==> src/rtl/proc_pkg.sv <==
// rtl/proc_pkg.sv - opcode encoding, instruction field layout and decoded bundle type
package proc_pkg;

  localparam int OPND_W  = 3;
  localparam int OPC_LSB = 12;
  localparam int RD_LSB  = 9;
  localparam int RS1_LSB = 6;
  localparam int RS2_LSB = 3;
  localparam int IMM_LSB = 0;
  localparam int IMM_W   = 6;

  typedef enum logic [3:0] {
    OP_NOP   = 4'b0000,
    OP_ADDI  = 4'b0001,
    OP_LOAD  = 4'b0010,
    OP_ADD   = 4'b0011,
    OP_SLR   = 4'b0100,
    OP_AND   = 4'b0101,
    OP_SLL   = 4'b0110,
    OP_NOT   = 4'b0111,
    OP_STORE = 4'b1010,
    OP_SUB   = 4'b1011,
    OP_SLRI  = 4'b1100,
    OP_OR    = 4'b1101,
    OP_SLLI  = 4'b1110,
    OP_XOR   = 4'b1111
  } opcode_e;

  // opcode is kept as raw bits so the two unassigned encodings can still be carried
  typedef struct packed {
    logic [3:0]        opcode;
    logic [2:0]        rd;
    logic [2:0]        rs1;
    logic [2:0]        rs2;
    logic [OPND_W-1:0] rs1_val;
    logic [OPND_W-1:0] rs2_val;
    logic [IMM_W-1:0]  imm;
    logic              illegal;
  } decoded_t;

  function automatic logic is_illegal(input logic [3:0] op);
    return op[3:1] == 3'b100;
  endfunction

endpackage

==> src/rtl/reg_file.sv <==
// rtl/reg_file.sv - register file, two async read ports, one write port, r0 fixed at zero
module reg_file #(
  parameter int DATA_W = 3,
  parameter int NREGS  = 8,
  localparam int AW    = $clog2(NREGS)
) (
  input  logic              clk_i,
  input  logic              arst_ni,
  input  logic              we_i,
  input  logic [AW-1:0]     waddr_i,
  input  logic [DATA_W-1:0] wdata_i,
  input  logic [AW-1:0]     raddr1_i,
  input  logic [AW-1:0]     raddr2_i,
  output logic [DATA_W-1:0] rdata1_o,
  output logic [DATA_W-1:0] rdata2_o
);

  logic [DATA_W-1:0] mem_q [NREGS];

  always_ff @(posedge clk_i or negedge arst_ni) begin
    if (!arst_ni) begin
      for (int i = 0; i < NREGS; i++) mem_q[i] <= '0;
    end else if (we_i && waddr_i != '0) begin
      mem_q[waddr_i] <= wdata_i;
    end
  end

  // same-cycle write is forwarded so a reader never sees the pre-write value
  function automatic logic [DATA_W-1:0] rd_port(input logic [AW-1:0] a);
    if (a == '0)                return '0;
    if (we_i && waddr_i == a)   return wdata_i;
    return mem_q[a];
  endfunction

  assign rdata1_o = rd_port(raddr1_i);
  assign rdata2_o = rd_port(raddr2_i);

endmodule

==> src/rtl/decode_stage.sv <==
// rtl/decode_stage.sv - instruction decode with operand fetch and 2-entry skid buffer
module decode_stage
  import proc_pkg::*;
#(
  parameter int DATA_W = OPND_W,
  parameter int NREGS  = 8
) (
  input  logic              clk_i,
  input  logic              arst_ni,
  input  logic [15:0]       in_instr_i,
  input  logic              in_valid_i,
  output logic              in_ready_o,
  input  logic              wb_en_i,
  input  logic [2:0]        wb_addr_i,
  input  logic [DATA_W-1:0] wb_data_i,
  output logic [3:0]        out_opcode_o,
  output logic [2:0]        out_rd_o,
  output logic [DATA_W-1:0] out_rs1_val_o,
  output logic [DATA_W-1:0] out_rs2_val_o,
  output logic [5:0]        out_imm_o,
  output logic              out_illegal_o,
  output logic              out_valid_o,
  input  logic              out_ready_i
);

  logic [DATA_W-1:0] rf_rs1, rf_rs2;
  decoded_t          in_dec;
  decoded_t          out_q, out_d, skid_q, skid_d;
  logic              out_valid_q, out_valid_d;
  logic              skid_valid_q, skid_valid_d;
  logic              accept, xfer;

  reg_file #(.DATA_W(DATA_W), .NREGS(NREGS)) u_rf (
    .clk_i    (clk_i),
    .arst_ni  (arst_ni),
    .we_i     (wb_en_i),
    .waddr_i  (wb_addr_i),
    .wdata_i  (wb_data_i),
    .raddr1_i (in_instr_i[RS1_LSB +: 3]),
    .raddr2_i (in_instr_i[RS2_LSB +: 3]),
    .rdata1_o (rf_rs1),
    .rdata2_o (rf_rs2)
  );

  always_comb begin
    in_dec         = '0;
    in_dec.opcode  = in_instr_i[OPC_LSB +: 4];
    in_dec.rd      = in_instr_i[RD_LSB +: 3];
    in_dec.rs1     = in_instr_i[RS1_LSB +: 3];
    in_dec.rs2     = in_instr_i[RS2_LSB +: 3];
    in_dec.rs1_val = rf_rs1;
    in_dec.rs2_val = rf_rs2;
    in_dec.imm     = in_instr_i[IMM_LSB +: IMM_W];
    in_dec.illegal = is_illegal(in_instr_i[OPC_LSB +: 4]);
  end

  // held entries pick up writebacks that land after their operands were captured
  function automatic decoded_t repair(input decoded_t e, input logic en,
                                      input logic [2:0] a, input logic [DATA_W-1:0] d);
    decoded_t r;
    r = e;
    if (en && a != 3'd0) begin
      if (e.rs1 == a) r.rs1_val = d;
      if (e.rs2 == a) r.rs2_val = d;
    end
    return r;
  endfunction

  assign accept = in_valid_i && !skid_valid_q;
  assign xfer   = out_valid_q && out_ready_i;

  always_comb begin
    out_d        = repair(out_q,  wb_en_i, wb_addr_i, wb_data_i);
    skid_d       = repair(skid_q, wb_en_i, wb_addr_i, wb_data_i);
    out_valid_d  = out_valid_q;
    skid_valid_d = skid_valid_q;
    if (skid_valid_q) begin
      if (xfer) begin
        out_d        = skid_d;
        skid_valid_d = accept;
        if (accept) skid_d = in_dec;
      end
    end else if (!out_valid_q || xfer) begin
      out_valid_d = accept;
      if (accept) out_d = in_dec;
    end else if (accept) begin
      skid_d       = in_dec;
      skid_valid_d = 1'b1;
    end
  end

  always_ff @(posedge clk_i or negedge arst_ni) begin
    if (!arst_ni) begin
      out_q        <= '0;
      skid_q       <= '0;
      out_valid_q  <= 1'b0;
      skid_valid_q <= 1'b0;
    end else begin
      out_q        <= out_d;
      skid_q       <= skid_d;
      out_valid_q  <= out_valid_d;
      skid_valid_q <= skid_valid_d;
    end
  end

  assign in_ready_o    = !skid_valid_q;
  assign out_valid_o   = out_valid_q;
  assign out_opcode_o  = out_q.opcode;
  assign out_rd_o      = out_q.rd;
  assign out_rs1_val_o = out_q.rs1_val;
  assign out_rs2_val_o = out_q.rs2_val;
  assign out_imm_o     = out_q.imm;
  assign out_illegal_o = out_q.illegal;

endmodule

==> config.mk <==
export PLATFORM = sky130hd
export DESIGN_NAME = decode_stage
export DESIGN_NICKNAME = d
export VERILOG_FILES = /design/src/rtl/proc_pkg.sv /design/src/rtl/reg_file.sv /design/src/rtl/decode_stage.sv
export SDC_FILE = /design/constraint.sdc
export NUM_CORES = 1
export LEC_CHECK = 0
export BUFFER_PORTS_ARGS = -buffer_cell sky130_fd_sc_hd__buf_2
export CAP_MARGIN = 15
export CORE_MARGIN = 2
export CORE_UTILIZATION = 53
export DETAILED_ROUTE_END_ITERATION = 10
export PLACE_DENSITY = 0.77
export SYNTH_ARGS = -nofsm -noshare
export SYNTH_HDL_FRONTEND = slang
export SYNTH_SLANG_ARGS = --single-unit
export TNS_END_PERCENT = 10
==> constraint.sdc <==
create_clock -name clk_i -period 1.5 [get_ports clk_i]
set_input_delay 0.15 -clock clk_i [delete_from_list [all_inputs] [get_ports clk_i]]
set_output_delay 0.15 -clock clk_i [all_outputs]
set_load 0.02 [all_outputs]
# Word-level counts from Yosys, hierarchy flattened
# Index checks and enable logic that the tools add are counted.
dict set report op_classes {
  n_lt_le_gt_ge 4
  n_eq_ne 9
  muxes 41
  bitwise_logic 4
  n_reduce_logical 17
}
# op count
set op_table {}
lappend op_table {{$mux 26} 8}
lappend op_table {{$mux 3} 17}
lappend op_table {{$bwmux 24} 1}
lappend op_table {{$bmux 3 s3} 2}
lappend op_table {{$eq 3x3->1} 6}
lappend op_table {{$ge 4x4->1 const B} 3}
lappend op_table {{$mux 6} 2}
lappend op_table {{$not 3->4} 3}
lappend op_table {{$mux 1} 10}
lappend op_table {{$demux 3 s3} 1}
lappend op_table {{$logic_and 1x1->1} 6}
lappend op_table {{$logic_not 3->1} 2}
lappend op_table {{$lt 4x1->1 const B} 1}
lappend op_table {{$reduce_and 2->1} 2}
lappend op_table {{$reduce_bool 2->1} 2}
lappend op_table {{$eq 3x3->1 const B} 1}
lappend op_table {{$reduce_and 3->1} 1}
lappend op_table {{$reduce_bool 3->1} 1}
lappend op_table {{$logic_not 1->1} 2}
lappend op_table {{$ne 2x1->1 const B} 1}
lappend op_table {{$ne 2x2->1 const B} 1}
lappend op_table {{$logic_or 1x1->1} 1}
lappend op_table {{$not 1->1} 1}
dict set report word_totals {
  ff_bits 78
  input_bits 27
  out_inout_bits 22
  elab_cells 101
}

# Logic depth before layout (Yosys ltp)
dict set report depth {
  ltp_word 9
  ltp_mapped 7
  ltp_nobuf 5
}

# By module
# Synthesis repeated with hierarchy kept, for this count alone.
dict set report unflattened {
  hier_cells 371
  area_unflattened_um2 4241.6
}
# module n_inst cells_each area_per_inst_um2 seq_area_each_um2
set by_module_without_submodules {}
lappend by_module_without_submodules {decode_stage 1 265 2741.4 1351.3}
lappend by_module_without_submodules {reg_file 1 106 1500.2 600.6}

# Least setup slack after synthesis
# Ideal clock, no wire load.
dict set report synth_path {
  path_kind {reg-to-reg}
  from {register out_valid_q, in the netlist out_valid_o}
  to {register out_q, in the netlist out_imm_o[0]}
  setup_ns 0.127
  arrival_time_ns 1.493
  required_ns 1.373
  path_slack_ns -0.120
  stages_incl_launch_ff 7
  path_buffers 2
  synth_period_minus_slack_ns 1.620
  cell_sequence {dfrtp_1 -> clkbuf_1 -> nand2b_1 -> and3_1 -> clkbuf_1 -> a222oi_1 -> inv_1}
}
dict set report synth_via {
  elab_chain_len 4
  elab_cells_between_ends 6
  cone_classes {1 x eq/ne; 5 x reduce/logical}
}
# element line
set synth_lines {}
lappend synth_lines {{from (decl)} decode_stage.sv:29} ;# logic out_valid_q, out_valid_d;
lappend synth_lines {{from (signal assigned)} decode_stage.sv:101} ;# out_valid_q <= out_valid_d;
lappend synth_lines {{$logic_not 1->1 or $logic_and 1x1->1 (tied branches)} {decode_stage.sv:83, decode_stage.sv:70}}
lappend synth_lines {{$logic_or 1x1->1} decode_stage.sv:83} ;# end else if (!out_valid_q || xfer) begin
lappend synth_lines {{$reduce_bool 2->1 (no source line)} --}
lappend synth_lines {{$reduce_and 3->1 (no source line) *} --}
lappend synth_lines {{to (signal assigned)} decode_stage.sv:99} ;# out_q <= out_d;
lappend synth_lines {{to (decl)} decode_stage.sv:28} ;# decoded_t out_q, out_d, skid_q, skid_d;
# Every way passes the cells marked *; elsewhere a longest branch is shown, timed or not.
# A chain may end at the register's enable or synchronous reset.

==> results.py <==
metrics = {
    "hold_path": {
        "min_to": "skid_q[22]",
        "min_path_type": "input pin to register",
        "worstHoldStart": "in_instr_i[12]",
        "hold_depth": 3,
    },
    "critical_path": {
        "cp.arrival_ns": 1.87,
        "cp.required_ns": 1.74,
        "rrSetupSlack_ns": -0.12,
        "rr_startpoint": "skid_q[13]",
        "worst_r2r_path_depth": 5,
        "endpoint_kind": "register",
        "path_class": "register to register",
        "rr_endpoint": "out_rs2_val_o[1]",
        "worst-path-max-fanout": 3,
        "cp-start-kind": "register",
    },
    "route": {
        "dr.pass1.iters": 5,
        "routed_wl_um": 9486,
        "drc_errors": 0,
        "routed_via_density": 5.771,
        "vias": 3099,
        "avgRoutedWirePerCell_um": 17.66,
        "first_iter_violations": 310,
        "ant_nets": 0,
    },
    "pwr": {
        "power_density_nw_per_um2": 1778,
        "netSwitchingPower_mw": 3.101,
        "p_total_mw": 8.456,
        "peakVddDrop_mv": 0.6899,
        "clockPowerShare_pct": 21.3,
        "seqPwrFrac_pct": 40.2,
        "swShare_pct": 36.67,
        "p_leak_nw": 2.300,
        "combPwrFrac_pct": 38.6,
        "p_int_mw": 5.355,
    },
    "placement": {
        "dp_hpwl_um": 6731,
        "portBuffers": 48,
        "globalplace.congestion": 0.8467,
        "placed_cells": 513,
        "place_area_um2": 4436,
    },
    "global_route": {
        "antenna_found_initial": 0,
        "grt_pass1_vias": 3122,
        "grt_pass1_wl_um": 15500,
        "grt_max_degree": 32,
        "overflow": 0,
        "grt_use_total_pct": 24.17,
    },
    "floorplanning": {
        "rows": 31,
        "start_util_pct": 55.27,
        "dieArea_um2": 8359,
        "core_region_area_um2": 7331,
        "die_w_um": 91.43,
        "chipHeight_um": 91.43,
        "ios": 49,
    },
    "yosys": {
        "yosysTopAreaCellShare_pct": 48.18,
        "yosysSeqAreaShare_pct": 48.18,
        "synthesis.nets": 409,
        "ys_warn_count": 0,
        "yosysUniqueCellTypes": 42,
        "synthCells": 382,
        "avgSynthCellArea_um2": 10.61,
        "netlist_area_um2": 4051,
        "synth_top_area_cell": "dfrtp_1",
        "synth_seq_cells": 78,
        "ys_top_cells_by_area": "dfrtp_1 48%, nand2_1 7.5%, mux4_2 6.7%, mux2i_1 4.4%, buf_4 3.7%",
    },
    "clock_tree": {
        "clk_path_buf_depth": 2,
        "root_buffer": "clkbuf_8",
        "cts_made_buffers": 9,
        "cts_tree": "built",
        "clk_latency_ns": 0.36,
        "cts_max_level": 3,
        "cts_num_sinks": 78,
        "path_clk_slew_ns": 0.08,
    },
    "final_layout": {
        "final_cells": 537,
        "antenna_cells": 0,
        "fill_cells": 595,
        "nNetsFinal": 460,
        "finalInstanceArea_um2": 4756,
        "area_growth_pct": 17.39,
        "final_layout_size_suffix_gt1_share_pct": 29.45,
    },
    "outcome": {
        "violations": "setup timing",
        "status": "complete, but fails checks",
    },
    "timing": {
        "worst_slew_pin_slew_ns": 0.3946,
        "period_share_pct": 108.2,
        "holdWs_ns": 0.01072,
        "hold_viol": 0,
        "fmax_mhz": 616.3,
        "maxSlewViolCount": 0,
        "period_needed_ns": 1.623,
        "rsz0062_at_grt": "yes",
        "setup_viol": 9,
        "fin_worst_skew_ns": 0.008929,
        "slew_headroom_pct": 73.49,
        "tns_ns": -0.8187,
        "setup_ws_ns": -0.1227,
    },
    "job": {
        "cap_violations": 0,
    },
}
==> timing repair <==
item | CTS | global route
hold buffers | 5 | 0
buffers inserted | 1 | 2
gates cloned | 0 | 0
pin swaps | 4 | 4
endpoints found under the setup margin | 7 | 21
gates resized for setup | 2 | 3
hold endpoints to repair | 54 | 0
==> power groups by stage <==
stage	combinational (mW)	sequential, mW	clock [mW]
2_1_floorplan	2.41	3.30	0
3_5_place_dp	3.14	3.42	0
6_report	3.26	3.40	1.80
5_1_grt	3.57	3.49	1.93
4_1_cts	3.21	3.38	1.81
3_3_place_gp	3.05	3.38	0
==> metal layers <==
metal,up-vias,global-route usage (%),part of all wire (%)
met3,19,4.896,6.2
met5,-,0,0
met1,1541,31.37,42
met2,123,39.89,50
met4,0,9.343,2.2
li1,1416,-,-
==> layout by cell type, fill, tap and decap left out, types with 2 or more instances in the layout <==
cell	Yosys	layout
a222oi_1	9	9
nand4_1	3	3
and4bb_1	2	2
nor4_4	3	3
dlygate4sd3_1	0	5
nand2_1	81	81
o2bb2ai_1	3	3
nand4b_1	3	3
buf_12	0	3
a22oi_2	1	3
mux4_2	12	12
o22a_1	3	3
and2_1	2	2
clkbuf_8	0	11
o211ai_1	3	3
inv_1	12	12
nor3_1	2	2
buf_2	8	47
mux2i_1	18	18
a22oi_1	6	4
o22ai_1	10	10
nand3_1	2	2
mux2_1	8	7
bufinv_16	0	2
mux2_4	1	2
mux2_2	3	3
xnor2_1	7	7
dfrtp_1	78	77
nor2_1	17	17
o21ai_1	7	6
xor2_1	12	11
clkinv_2	0	2
o21ai_0	12	12
buf_4	20	33
a21oi_1	2	2
==> worst max-delay path by stage <==
| stage | from | endpoint | slack (ns) | depth (start not counted) |
|---|---|---|---|---|
| 2_1_floorplan | out_q[18] | out_rs1_val_o[0] | -0.08 | 5 |
| 3_3_place_gp | out_q[18] | out_rs1_val_o[1] | -0.09 | 6 |
| 3_5_place_dp | wb_addr_i[2] | out_rs1_val_o[0] | -0.15 | 7 |
| 4_1_cts | out_q[17] | out_rs1_val_o[0] | -0.12 | 6 |
| 5_1_grt | skid_q[13] | out_rs2_val_o[1] | -0.20 | 5 |
| 6_report | skid_q[13] | out_rs2_val_o[1] | -0.12 | 5 |
==> state kept, by name, indices dropped and copies added, names as in the netlist <==
name	cells
skid_q	26
out_q	6
out_imm_o	6
u_rf.mem_q	24
skid_valid_q	1
out_rs1_val_o	3
out_rd_o	3
out_rs2_val_o	3
out_opcode_o	4
out_illegal_o	1
out_valid_o	1
==> worst max-delay path: stages, from the launching register on <==
cell and delay [ns]:
dfrtp_1 0.41, xor2_1 0.18, nor4_4 0.41, mux2i_1 0.30
o22a_1 0.15, o21ai_1 0.05
==> synth_stat cells (all sizes together) <==
| cell type | count |
|---|---|
| a22oi | 7 |
| mux4 | 12 |
| a32o | 1 |
| and2 | 2 |
| nor4 | 4 |
| nand4b | 3 |
| buf | 29 |
| o22a | 3 |
| mux2 | 12 |
| o2bb2ai | 3 |
| o22ai | 10 |
| nor2 | 17 |
| dfrtp | 78 |
| and4bb | 2 |
| nor3b | 1 |
| o31ai | 2 |
| nand2b | 2 |
| xor2 | 12 |
| clkbuf | 19 |
| nand2 | 81 |
| a21oi | 2 |
| inv | 13 |
| and3 | 2 |
| a222oi | 9 |
| xnor2 | 7 |
| nand3 | 2 |
| o21ai | 19 |
| nor2b | 1 |
| nor3 | 2 |
| o21a | 1 |
| o211ai | 3 |
| nand4 | 3 |
| mux2i | 18 |
==> layout make-up <==
type	instances	area (µm²)	area share, %
Tap cell	99	123.9	2.605
Inverter	13	48.80	1.026
Multi-Input combinational cell	243	1812	38.10
Sequential cell	78	1953	41.07
Timing Repair Buffer	88	593.1	12.47
Clock inverter	4	70.07	1.473
Clock buffer	12	155.1	3.262
==> logic make-up after synthesis <==
logic type,Yosys count,share of synthesized area [%]
mux,42,14.55
compound gates,60,10.78
flops,78,48.18
buf+inv,61,7.937
xor+xnor,19,4.107
simple gates,122,14.45
==> per-stage QoR <==
| step | utilization (%) | setup WS (ns) |
|---|---|---|
| 2_1_floorplan | - | -0.07543 |
| 3_5_place_dp | 60.51 | -0.1542 |
| 4_1_cts | 64.48 | -0.1151 |
| 5_1_grt | 64.87 | -0.1995 |
| 3_3_place_gp | 60.51 | -0.09262 |
| 6_report | 64.87 | -0.1227 |
No activity file was read; power rests on OpenSTA's default activity.
